File: config.mk
export PLATFORM = sky130hd
export DESIGN_NAME = tlcd_bus_arbiter
export DESIGN_NICKNAME = d
export VERILOG_FILES = /design/src/rtl/tlcd_bus_arbiter_pkg.sv /design/src/rtl/tlcd_bus_arbiter_phase_timer.sv /design/src/rtl/tlcd_bus_arbiter.sv
export SDC_FILE = /design/constraint.sdc
export NUM_CORES = 1
export LEC_CHECK = 0
export ABC_CLOCK_PERIOD_IN_PS = 2500
export CAP_MARGIN = 10
export CORE_MARGIN = 4
export CORE_UTILIZATION = 46
export CTS_BUF_LIST = sky130_fd_sc_hd__clkbuf_8 sky130_fd_sc_hd__clkbuf_16
export CTS_CLUSTER_DIAMETER = 30
export DETAILED_ROUTE_END_ITERATION = 6
export PLACE_DENSITY = 0.85
export SLEW_MARGIN = 20
export SYNTH_ARGS = -nofsm -noshare
export SYNTH_HDL_FRONTEND = slang
export SYNTH_SLANG_ARGS = --single-unit
File: constraint.sdc
create_clock -name clk_i -period 2.5 [get_ports clk_i]
set_input_delay 0.25 -clock clk_i [delete_from_list [all_inputs] [get_ports clk_i]]
set_output_delay 0.25 -clock clk_i [all_outputs]
set_load 0.02 [all_outputs]
File: src/rtl/tlcd_bus_arbiter_pkg.sv
// Shared definitions for the Text LCD bus arbiter: FSM states, long-wait codes, 50 MHz timing defaults.
package tlcd_bus_arbiter_pkg;

   typedef enum logic [2:0] {
      ST_IDLE  = 3'd0,
      ST_SETUP = 3'd1,
      ST_PULSE = 3'd2,
      ST_HOLD  = 3'd3,
      ST_WAIT  = 3'd4
   } tlcd_state_e;

   // Instructions that need the long post-write wait
   localparam logic [7:0] CMD_CLEAR    = 8'h01;
   localparam logic [7:0] CMD_HOME     = 8'h02;
   localparam logic [7:0] CMD_HOME_ALT = 8'h03;

   // Default phase lengths in clock cycles at 50 MHz
   localparam int unsigned DEF_SETUP_CYC     = 2;
   localparam int unsigned DEF_PULSE_CYC     = 12;
   localparam int unsigned DEF_HOLD_CYC      = 2;
   localparam int unsigned DEF_WAIT_CYC      = 2000;
   localparam int unsigned DEF_LONG_WAIT_CYC = 82000;
   localparam int unsigned DEF_CNT_W         = 17;

   // One byte presented to the LCD bus
   typedef struct packed {
      logic       rs;
      logic [7:0] data;
   } tlcd_byte_t;

   // Clear/home instructions take far longer for the controller to finish
   function automatic logic is_long_wait(input tlcd_byte_t b);
      return (!b.rs) && ((b.data == CMD_CLEAR) || (b.data == CMD_HOME) ||
                         (b.data == CMD_HOME_ALT));
   endfunction

endpackage

File: src/rtl/tlcd_bus_arbiter_phase_timer.sv
// Loadable down-counter shared by every write-cycle phase; expire marks the final cycle of a phase.
module tlcd_phase_timer #(
   parameter int unsigned CNT_W = 17
) (
   input  logic             clk_i,
   input  logic             resetn_i,
   input  logic             load_i,
   input  logic [CNT_W-1:0] load_val_i,
   output logic [CNT_W-1:0] count_o,
   output logic             expire_o
);

   logic [CNT_W-1:0] cnt_q, cnt_d;
   logic             expire_q;

   // Load on strobe, otherwise count down and park at zero
   always_comb begin
      cnt_d = cnt_q;
      if (load_i) begin
         cnt_d = load_val_i;
      end else if (cnt_q != '0) begin
         cnt_d = cnt_q - CNT_W'(1);
      end
   end

   // Counter and registered expire flag (high while count is one)
   always_ff @(posedge clk_i) begin
      if (!resetn_i) begin
         cnt_q    <= '0;
         expire_q <= 1'b0;
      end else begin
         cnt_q    <= cnt_d;
         expire_q <= (cnt_d == CNT_W'(1));
      end
   end

   assign count_o  = cnt_q;
   assign expire_o = expire_q;

endmodule

File: src/rtl/tlcd_bus_arbiter.sv
// Round-robin arbiter with burst lock for two LCD requesters, generating the HD44780 write cycle.
module tlcd_bus_arbiter
   import tlcd_bus_arbiter_pkg::*;
#(
   parameter int unsigned SETUP_CYC     = DEF_SETUP_CYC,
   parameter int unsigned PULSE_CYC     = DEF_PULSE_CYC,
   parameter int unsigned HOLD_CYC      = DEF_HOLD_CYC,
   parameter int unsigned WAIT_CYC      = DEF_WAIT_CYC,
   parameter int unsigned LONG_WAIT_CYC = DEF_LONG_WAIT_CYC,
   parameter int unsigned CNT_W         = DEF_CNT_W
) (
   input  logic       clk_i,
   input  logic       resetn_i,
   input  logic       req0_i,
   input  logic       req1_i,
   input  logic       lock0_i,
   input  logic       lock1_i,
   input  logic       rs0_i,
   input  logic       rs1_i,
   input  logic [7:0] data0_i,
   input  logic [7:0] data1_i,
   output logic       ack0_o,
   output logic       ack1_o,
   output logic       busy_o,
   output logic       owner_o,
   output logic       tlcd_e_o,
   output logic       tlcd_rs_o,
   output logic       tlcd_rw_o,
   output logic [7:0] tlcd_data_o
);

   tlcd_state_e      state_q, state_d;
   tlcd_byte_t       byte_q, byte_d;
   logic             owner_q, owner_d;
   logic             e_q, e_d;
   logic             busy_q, busy_d;
   logic             ack0_q, ack0_d;
   logic             ack1_q, ack1_d;
   logic             grant, winner, last_wait;
   logic             tmr_load, tmr_expire;
   logic [CNT_W-1:0] tmr_val, tmr_count;

   tlcd_phase_timer #(
      .CNT_W (CNT_W)
   ) u_timer (
      .clk_i      (clk_i),
      .resetn_i   (resetn_i),
      .load_i     (tmr_load),
      .load_val_i (tmr_val),
      .count_o    (tmr_count),
      .expire_o   (tmr_expire)
   );

   // Arbitration: a locked owner excludes the other port even when it is not requesting
   always_comb begin
      grant  = 1'b0;
      winner = owner_q;
      if (owner_q ? lock1_i : lock0_i) begin
         grant  = owner_q ? req1_i : req0_i;
         winner = owner_q;
      end else if (req0_i && req1_i) begin
         grant  = 1'b1;
         winner = ~owner_q;
      end else if (req0_i) begin
         grant  = 1'b1;
         winner = 1'b0;
      end else if (req1_i) begin
         grant  = 1'b1;
         winner = 1'b1;
      end
   end

   // State register
   always_ff @(posedge clk_i) begin
      if (!resetn_i) begin
         state_q <= ST_IDLE;
      end else begin
         state_q <= state_d;
      end
   end

   // Next state and phase timer reload at every transition
   always_comb begin
      state_d  = state_q;
      tmr_load = 1'b0;
      tmr_val  = '0;
      case (state_q)
         ST_IDLE: begin
            if (grant) begin
               state_d  = ST_SETUP;
               tmr_load = 1'b1;
               tmr_val  = CNT_W'(SETUP_CYC);
            end
         end
         ST_SETUP: begin
            if (tmr_expire) begin
               state_d  = ST_PULSE;
               tmr_load = 1'b1;
               tmr_val  = CNT_W'(PULSE_CYC);
            end
         end
         ST_PULSE: begin
            if (tmr_expire) begin
               state_d  = ST_HOLD;
               tmr_load = 1'b1;
               tmr_val  = CNT_W'(HOLD_CYC);
            end
         end
         ST_HOLD: begin
            if (tmr_expire) begin
               state_d  = ST_WAIT;
               tmr_load = 1'b1;
               tmr_val  = is_long_wait(byte_q) ? CNT_W'(LONG_WAIT_CYC) : CNT_W'(WAIT_CYC);
            end
         end
         ST_WAIT: begin
            if (tmr_expire) begin
               state_d = ST_IDLE;
            end
         end
         default: state_d = ST_IDLE;
      endcase
   end

   // Output next values; ACK is raised for the cycle whose count will be one in WAIT
   always_comb begin
      byte_d  = byte_q;
      owner_d = owner_q;
      if ((state_q == ST_IDLE) && grant) begin
         owner_d = winner;
         byte_d  = winner ? tlcd_byte_t'{rs: rs1_i, data: data1_i}
                          : tlcd_byte_t'{rs: rs0_i, data: data0_i};
      end
      e_d       = (state_d == ST_PULSE);
      busy_d    = (state_d != ST_IDLE);
      last_wait = (state_d == ST_WAIT) &&
                  (tmr_load ? (tmr_val == CNT_W'(1)) : (tmr_count == CNT_W'(2)));
      ack0_d    = last_wait && !owner_q;
      ack1_d    = last_wait && owner_q;
   end

   // Output registers
   always_ff @(posedge clk_i) begin
      if (!resetn_i) begin
         byte_q  <= '0;
         owner_q <= 1'b1;
         e_q     <= 1'b0;
         busy_q  <= 1'b0;
         ack0_q  <= 1'b0;
         ack1_q  <= 1'b0;
      end else begin
         byte_q  <= byte_d;
         owner_q <= owner_d;
         e_q     <= e_d;
         busy_q  <= busy_d;
         ack0_q  <= ack0_d;
         ack1_q  <= ack1_d;
      end
   end

   assign ack0_o      = ack0_q;
   assign ack1_o      = ack1_q;
   assign busy_o      = busy_q;
   assign owner_o     = owner_q;
   assign tlcd_e_o    = e_q;
   assign tlcd_rs_o   = byte_q.rs;
   assign tlcd_rw_o   = 1'b0;
   assign tlcd_data_o = byte_q.data;

endmodule

==> flow_summary_export.csv, run 1 <==
group,metric,value,unit
place,preCtsSetupSlack,0.1352,ns
timing,fin_crit,2.312,ns
timing,layout_setup_ws,0.1882,ns
finish,drive_gt1_frac,0.1179,
setup_path,cpPeakStageDelay,0.35,ns
cts,clockRootBuffer,"clkbuf_8",
detailed_routing,dr.pass1.iters,4,
cts,clk-insertion-delay-late,0.29,ns
timing,post-route-period-util,0.9247,
timing,fmax,0.4326,GHz
outcome,status,"finished clean",
pwr,power_leakage,1.021,nW
timing,rsz0062_at_grt,"no",
detailed_routing,wirelength,4303,um
setup_path,cp_max_fo,9,
timing,setup_viol,0,
place,portBuffers,37,
yosys,syn_area,1966,um^2
floorplan,initial_utilization,0.4844,
grt,grt_usage,0.1789,
floorplan,die_h,73.37,um
grt,grt_pass1_wl,7521,um
detailed_routing,ant_nets,0,
finish,diodes,0,
finish,areaGrowthSynthToFinish,25.59,%
pwr,peakVddDrop,0.0004714,V
detailed_routing,routedWlPerCell,13.75,um
setup_path,required,2.71,ns
detailed_routing,via_per_inst,5.572,
timing,timing.setup.tns,0,ns
yosys,postSynthAreaPerCell,8.815,um^2
setup_path,cp-end-kind,"register",
timing,relSlewSlack,0.5283,
detailed_routing,vias,1744,
cts,path_clk_slew,0.07,ns
hold_path,min_path_type,"register to register",
yosys,synth_edf_count,0,
cts,htree_levels,2,
yosys,seq_area_frac_synth,0.3565,
yosys,async_flop_share,0,
setup_path,path_buf_inv,2,
yosys,ys.flop_type,"dfxtp_1",
setup_path,crit_arrival,2.52,ns
cts,numCtsBuffers,5,
setup_path,start_kind,"register",
setup_path,critPathKind,"register to register",
timing,maxSlewViolCount,0,
detailed_routing,drcViolationCount,0,
setup_path,startpoint,"u_timer.count_o[0]",
grt,antenna_found_initial,0,
timing,tightest_slew,0.7011,ns
yosys,syn_inst,223,
setup_path,worstPathCellList,"inv_1, ha_2, nor4b_2, buf_4, nand4_4, xnor2_1, o22a_2, nor4_1, o2111ai_1, nor4_2",
finish,fin_nets,288,
yosys,synth-warning-count,0,
detailed_routing,drt_iter0_markers,143,
cts,cts_tree,"done",
grt,grt_pass1_vias,1676,
setup_path,timing.rr.start,"u_timer.count_o[0]",
setup_path,crit_family,"simple AND/OR/NAND/NOR gates",
floorplan,die_area,5383,um^2
cts,cts-hold-fix-buffers,0,
timing,final.setup_skew,0.006314,ns
cts,cts_sinks,35,
cts,clockBufferDepth,2,
setup_path,slowest_stage,"dfxtp_1",
floorplan,ios,39,
cts,post-cts-setup-buffers,0,
finish,fillCellCount,342,
hold_path,min_from,"tlcd_data_o[0]",
yosys,syn_nets,249,
floorplan,rows,23,
pwr,power.density,1228,nW/um^2
floorplan,core-area,4058,um^2
timing,finalHoldViolCount,0,
grt,grt_max_degree,19,
yosys,ys_types,54,
timing,hold_ws,0.5242,ns
place,gp_congestion,0.8278,
run,cap_violations,0,
grt,grt_overflow_total,0,
place,dp_hpwl,3279,um
yosys,ys_ff_latch,35,
floorplan,die_w,73.37,um
==> final cells by class <==
type                    count  area (um^2)  share of cell area
well taps                  50        62.56             0.02534
flip-flops and latches     35        700.7              0.2838
repair buffers             44        422.9              0.1713
multi-input cells         171         1180              0.4780
clock inverters             3        15.01            0.006082
inverters                   5        18.77            0.007603
clock buffers               5        68.82             0.02788
==> worst register-to-register path, stage by stage (launching register included) <==
cell and delay, ns:
dfxtp_1 0.35, inv_1 0.11, ha_2 0.22, nor4b_2 0.20, buf_4 0.16, nand4_4 0.17
xnor2_1 0.21, o22a_2 0.20, nor4_1 0.25, o2111ai_1 0.15, nor4_2 0.21
==> what timing repair did <==
| action | CTS | global route |
|---|---|---|
| resized for setup | 0 | 2 |
| hold endpoints to repair | 0 | 0 |
| endpoints found under the setup margin | 0 | 1 |
==> kinds of logic (layout without fill, tap and decap cells) <==
family | Yosys count | count (layout) | synth area share
AND/OR/NAND/NOR | 95 | 95 | 0.2928
AO/OA/AOI/OAI | 55 | 55 | 0.2024
flip-flops | 35 | 35 | 0.3565
buffers and inverters | 17 | 57 | 0.04774
XOR/XNOR | 9 | 9 | 0.04010
multiplexers | 9 | 9 | 0.04583
adder cells (fa/ha/maj) | 2 | 2 | 0.01273
other | 1 | 1 | 0.001908
==> worst paths after layout <==
kind                                         end  slack (ns)  depth (start not counted)
worst max-delay path            u_timer.expire_o        0.19                         10
worst max register to register  u_timer.expire_o        0.19                         10
worst min-delay path              tlcd_data_o[0]        0.52                          1
worst min register to register    tlcd_data_o[0]        0.52                          1
==> sequential cells by signal, summed over array words and instances (netlist names) <==
name / flops
state_q: 3
owner_o: 1
u_timer.expire_o: 1
u_timer.count_o: 17
busy_o: 1
ack1_o: 1
tlcd_e_o: 1
tlcd_rs_o: 1
ack0_o: 1
tlcd_data_o: 8
==> cells in the mapped netlist, types with 4 or more instances <==
master    number  area (um^2)
clkbuf_1       4        15.01
inv_1          5        18.77
nor2b_1       11        68.82
nor4_1         5        31.28
and2_1         5        31.28
o211a_1        9        90.09
xnor2_1        7        61.31
o21ai_0       10        50.05
dfxtp_1       35        700.7
buf_4          6        45.04
a21oi_1       11        55.05
nor2_1        22        82.58
nand2_1       23        86.33
mux2i_1        9        90.09
==> placed cells by master (no fill, tap or decap), types with 2 or more instances in the layout <==
master	count
o21ai_0	10
nor4_4	2
o21ai_1	2
a21oi_1	11
nor4_1	5
o41ai_1	3
o21a_1	3
and2_1	5
a31oi_1	2
nand2_1	23
nor4_2	2
nor3_1	2
nor2_1	22
nand2b_1	2
xnor2_1	7
clkinv_2	3
dfxtp_1	35
nand3_1	3
mux2i_1	9
or3_1	3
o211a_1	9
o22ai_1	3
o2111ai_1	2
inv_1	5
xor2_1	2
nor2b_1	11
buf_4	7
clkbuf_8	5
o31ai_1	2
clkdlybuf4s50_1	37
==> report_power, final <==
part,total [mW],internal [mW],leakage (nW),switching (mW)
registers,0.888,0.693,0.287,0.195
clock network,0.392,0.190,0.0477,0.202
logic,1.75,0.800,0.686,0.950
total,3.03,1.68,1.02,1.35
==> per-stage QoR <==
step / power, mW / util / std cells / area (um^2)
final: 3.030 / 0.6084 / 313 / 2469
after global routing: 3.298 / 0.6084 / 313 / 2469
after CTS: 3.025 / 0.6062 / 313 / 2460
after detailed placement: 2.612 / 0.5856 / 305 / 2376
after global placement: 2.586 / 0.5856 / 305 / 2376
after floorplan: 2.200 / - / 223 / 1966
==> layer usage <==
metal | GRT usage | vias up | share of wire
li1 | - | 883 | -
met5 | 0 | - | 0
met1 | 0.2154 | 787 | 0.42
met3 | 0.06430 | 13 | 0.086
met4 | 0.08048 | 0 | 0.026
met2 | 0.2850 | 61 | 0.47
No activity file was read; power rests on OpenSTA's default activity.
==> inputs of run 2 (changes only) <==
SETUP_SLACK_MARGIN = 0.5   (was not set)
==> flow_summary_export.csv, run 2 (same netlist as run 1, synthesis figures left out) <==
group,metric,value,unit
outcome,status,"finished clean",
finish,instances_no_fill,322,
grt,grt_pass1_vias,1684,
place,post_dp_cell_area,2380,um^2
detailed_routing,via_per_inst,5.699,
floorplan,rows,23,
finish,final_common_cell,"clkdlybuf4s50_1",
setup_path,cp-endpoint,"u_timer.expire_o",
detailed_routing,vias,1835,
place,dp_cells,302,
finish,largest_reg_flops,17,
setup_path,cp-end-kind,"register",
detailed_routing,drcViolationCount,0,
setup_path,critPathKind,"register to register",
pwr,power_frac_clock,0.124,
cts,htree_levels,2,
setup_path,cpMostUsedCell,"nor4_2",
timing,fmax,0.4795,GHz
setup_path,crit_arrival,2.29,ns
cts,cts_sinks,35,
grt,antenna_found_initial,0,
floorplan,die_w,73.37,um
pwr,p_int,2.036,mW
timing,fin_crit,2.086,ns
finish,areaGrowthSynthToFinish,35.58,%
timing,hold_ws,0.4911,ns
floorplan,ios,39,
setup_path,rr_endpoint,"u_timer.expire_o",
finish,drive_gt1_frac,0.2132,
detailed_routing,routedWlPerCell,14.20,um
finish,fin_nets,297,
timing,rsz0062_at_grt,"yes",
timing,setup_viol,0,
floorplan,die_h,73.37,um
pwr,power.density,1342,nW/um^2
pwr,switching_share,0.4307,
cts,cts_tree,"done",
timing,maxSlewViolCount,0,
finish,layout_common_cells,"clkdlybuf4s50_1, dfxtp_1, nor2_1, nand2_1, buf_4",
place,portBuffers,37,
setup_path,r2r_setup_slack,0.41,ns
timing,timing.setup.tns,0,ns
pwr,power_leakage,1.109,nW
setup_path,worstPathCellList,"inv_2, ha_4, nor4b_4, nand4_4, xnor2_2, o22a_2, nor4_2, o2111ai_1, nor4_2",
floorplan,core-area,4058,um^2
detailed_routing,ant_nets,0,
setup_path,slowest_stage,"dfxtp_4",
setup_path,reg2regPathDepth,9,
finish,diodes,0,
pwr,pwr-share-seq,0.256,
detailed_routing,drt_iter0_markers,156,
timing,post-route-period-util,0.8343,
run,cap_violations,0,
setup_path,required,2.71,ns
timing,final.setup_skew,0.003865,ns
grt,grt_max_degree,19,
pwr,power.total,3.576,mW
setup_path,startpoint,"u_timer.count_o[1]",
setup_path,cp_max_fo,7,
pwr,power_frac_comb,0.620,
cts,numCtsBuffers,5,
setup_path,start_kind,"register",
setup_path,cpPeakStageDelay,0.35,ns
detailed_routing,wirelength,4573,um
cts,clockRootBuffer,"clkbuf_8",
place,dp_hpwl,3252,um
grt,grt_overflow_total,0,
grt,grt_usage,0.1787,
place,gp_congestion,0.9115,
hold_path,min_path_type,"register to register",
grt,grt_pass1_wl,7376,um
setup_path,timing.rr.start,"u_timer.count_o[1]",
pwr,peakVddDrop,0.0005203,V
floorplan,initial_utilization,0.4844,
cts,clockBufferDepth,2,
pwr,p_sw,1.540,mW
detailed_routing,dr.pass1.iters,4,
finish,design_area,2665,um^2
floorplan,die_area,5383,um^2
cts,clk-insertion-delay-late,0.29,ns
cts,path_clk_slew,0.07,ns
timing,finalHoldViolCount,0,
run 2: power by group through the flow:
stage	registers, mW	clock network (mW)	logic [mW]
floorplan	0.879	0	1.37
global placement	0.897	0	1.72
detailed placement	0.903	0	1.74
CTS	0.900	0.452	1.95
global route	0.937	0.478	2.40
finish	0.915	0.442	2.22
run 2: layout make-up:
type | count | area (um^2)
fillers | 324 | 1393
multi-input cells | 171 | 1275
flip-flops and latches | 35 | 711.9
repair buffers | 53 | 494.2
clock buffers | 7 | 96.34
well taps | 50 | 62.56
inverters | 5 | 21.27
clock inverters | 1 | 3.754
run 2: through the flow:
step	setup WS, ns	util
floorplan	0.4922	-
global placement	0.2275	0.5865
detailed placement	0.1882	0.5865
CTS	0.4471	0.6337
global route	0.3212	0.6568
finish	0.4143	0.6568
run 2: repair_timing:
action	CTS	global route
endpoints found under the hold margin	0	0
buffers inserted	7	5
hold buffers	0	0
pin swaps	6	6
cloned	0	0
setup endpoints to repair	5	7
resized for setup	10	16
run 2: how the worst min path moves through the flow:
stage	start	end	slack [ns]	depth (start not counted)
floorplan	resetn_i	u_timer.count_o[4]	0.38	1
global placement	tlcd_data_o[0]	tlcd_data_o[0]	0.50	1
detailed placement	tlcd_data_o[0]	tlcd_data_o[0]	0.51	1
CTS	tlcd_data_o[0]	tlcd_data_o[0]	0.52	1
global route	owner_o	ack0_o	0.54	1
finish	owner_o	ack0_o	0.49	1
run 2: critical path, delay by kind of cell, from the launching register on:
kind	cells	cell delay (ns)
xor+xnor	1	0.21
flops	1	0.35
fa+ha+maj	1	0.15
buf+inv	1	0.07
simple gates	4	0.86
compound gates	2	0.35
run 2: layer usage:
layer  vias to the layer above  routed length [um]  GRT usage
met3                        12                 396    0.06156
met1                       848                1951     0.2183
met5                         -                   0          0
met2                        76                2128     0.2840
met4                         0                  97    0.07847
li1                        899                   -          -
==> inputs of run 3 (changes only) <==
ABC_CLOCK_PERIOD_IN_PS = 1800   (was 2500)
clock period = 1.8 ns   (was 2.5 ns; I/O delays follow)
==> flow_summary_export.csv, run 3 (same netlist as run 1, synthesis figures left out) <==
group,metric,value,unit
grt,use_met3,0.07250,
floorplan,core-area,4058,um^2
cts,cts-hold-fix-buffers,0,
floorplan,die_h,73.37,um
pwr,power_leakage,1.590,nW
hold_path,min_path_type,"register to register",
detailed_routing,drcViolationCount,0,
floorplan,initial_utilization,0.4844,
timing,fin_crit,2.128,ns
setup_path,cpPeakStageDelay,0.36,ns
setup_path,critPathKind,"register to register",
place,dp_hpwl,3992,um
setup_path,slowest_stage,"dfxtp_2",
setup_path,worstPathCellList,"nor4_4, buf_4, nand4_4, buf_4, nand3_4, buf_4, a21oi_2, nor2_1, o2111ai_1, nor4_2",
finish,drive_gt1_frac,0.5074,
cts,htree_levels,2,
outcome,violations,"negative setup slack",
grt,grtUsageMet2,0.4826,
timing,maxSlewViolCount,0,
cts,clockBufferDepth,2,
cts,numCtsBuffers,5,
pwr,p_int,4.146,mW
finish,areaGrowthSynthToFinish,79.95,%
timing,post-route-period-util,1.182,
outcome,status,"finished, violations left",
setup_path,path_buf_inv,3,
grt,grt_max_degree,16,
cts,cts_tree,"done",
finish,diodes,0,
grt,grt_pass1_wl,10890,um
setup_path,cp_max_fo,6,
pwr,power_frac_comb,0.761,
floorplan,rows,23,
timing,setup_viol,12,
timing,rsz0062_at_grt,"yes",
detailed_routing,via_per_inst,5.954,
floorplan,ios,39,
pwr,power.total,7.335,mW
finish,layout_common_cells,"buf_4, dfxtp_1, buf_6, clkdlybuf4s50_1",
detailed_routing,drt_iter0_markers,183,
finish,fin_nets,365,
place,gp_congestion,0.8753,
setup_path,required,2.02,ns
grt,grt.busiest_layer,"met2",
timing,final.setup_skew,0.01048,ns
detailed_routing,wirelength,7862,um
pwr,power.density,2074,nW/um^2
timing,finalHoldViolCount,0,
detailed_routing,routedWlPerCell,20.21,um
setup_path,cpMostUsedCell,"buf_4",
grt,grt_usage,0.2666,
cts,clockRootBuffer,"clkbuf_8",
grt,grt_overflow_total,0,
finish,largest_reg_flops,17,
setup_path,start_kind,"register",
finish,fillCellCount,195,
pwr,pwr-share-seq,0.159,
grt,grt_use_met1,0.2810,
detailed_routing,vias,2316,
setup_path,cp-end-kind,"register",
finish,final_common_cell,"buf_4",
run,cap_violations,0,
pwr,p_sw,3.189,mW
floorplan,die_w,73.37,um
grt,antenna_found_initial,0,
cts,cts_sinks,35,
pwr,switching_share,0.4347,
timing,fmax,0.4698,GHz
setup_path,crit_arrival,2.35,ns
detailed_routing,dr.pass1.iters,5,
place,preCtsSetupSlack,-0.4070,ns
setup_path,crit_family,"simple AND/OR/NAND/NOR gates",
place,portBuffers,37,
floorplan,die_area,5383,um^2
detailed_routing,ant_nets,0,
grt,grt_pass1_vias,2336,
timing,layout_setup_ws,-0.3284,ns
pwr,peakVddDrop,0.0008673,V
cts,clk-insertion-delay-late,0.30,ns
pwr,power_frac_clock,0.080,
cts,path_clk_slew,0.07,ns
## run 3: cell types whose count changed in the layout (fill, tap and decap cells not counted), sizes merged
cell           change
buf               +68
clkbuf             +1
clkdlybuf4s15      +2
clkdlybuf4s50     -17
clkinv             +1
dlygate4sd2       +12
dlymetal6s2s       +1
inv                -1
## run 3: timing repair
item,CTS,global route
endpoints found under the hold margin,0,0
setup buffers,11,16
gates cloned,2,0
resized for setup,74,56
pin swaps,20,18
endpoints found under the setup margin,46,37
## run 3: layout make-up
cell class | instances | area (um^2) | area share
multi-input combinational | 171 | 1589 | 0.4492
timing repair buffer | 121 | 1061 | 0.3000
sequential | 35 | 718.2 | 0.2030
clock buffer | 6 | 82.58 | 0.02335
tap | 50 | 62.56 | 0.01769
inverter | 5 | 18.77 | 0.005306
clock inverter | 1 | 5.005 | 0.001415
## run 3: final timing paths
check | from | endpoint | slack [ns] | depth (start not counted)
worst max-delay path | u_timer.count_o[7] | u_timer.expire_o | -0.33 | 10
worst min-delay path | tlcd_data_o[2] | tlcd_data_o[2] | 0.55 | 1
worst max register to register | u_timer.count_o[7] | u_timer.expire_o | -0.33 | 10
worst min register to register | tlcd_data_o[2] | tlcd_data_o[2] | 0.55 | 1
## run 3: per-layer routing
layer	wire length, um	share of wire
met1	2765	0.35
met2	4124	0.52
met3	552	0.070
met4	420	0.053
met5	0	0
## run 3: stage by stage
stage	setup TNS, ns	cell area, um^2	hold WS (ns)	util	std cells
after floorplan	-0.2331	2048	0.3082	-	223
after global routing	-2.453	3537	0.5572	0.8717	389
after CTS	-0.4194	3188	0.5264	0.7857	373
after global placement	-2.349	2796	0.4998	0.6892	353
final	-1.675	3537	0.5456	0.8717	389
after detailed placement	-3.281	2796	0.5147	0.6892	353
## run 3: power groups by stage
stage	logic, mW	registers, mW	clock network, mW
3_3_place_gp	3.35	1.13	0
3_5_place_dp	3.44	1.15	0
5_1_grt	5.87	1.18	0.624
2_1_floorplan	1.96	1.24	0
4_1_cts	4.15	1.15	0.581
6_report	5.58	1.17	0.584
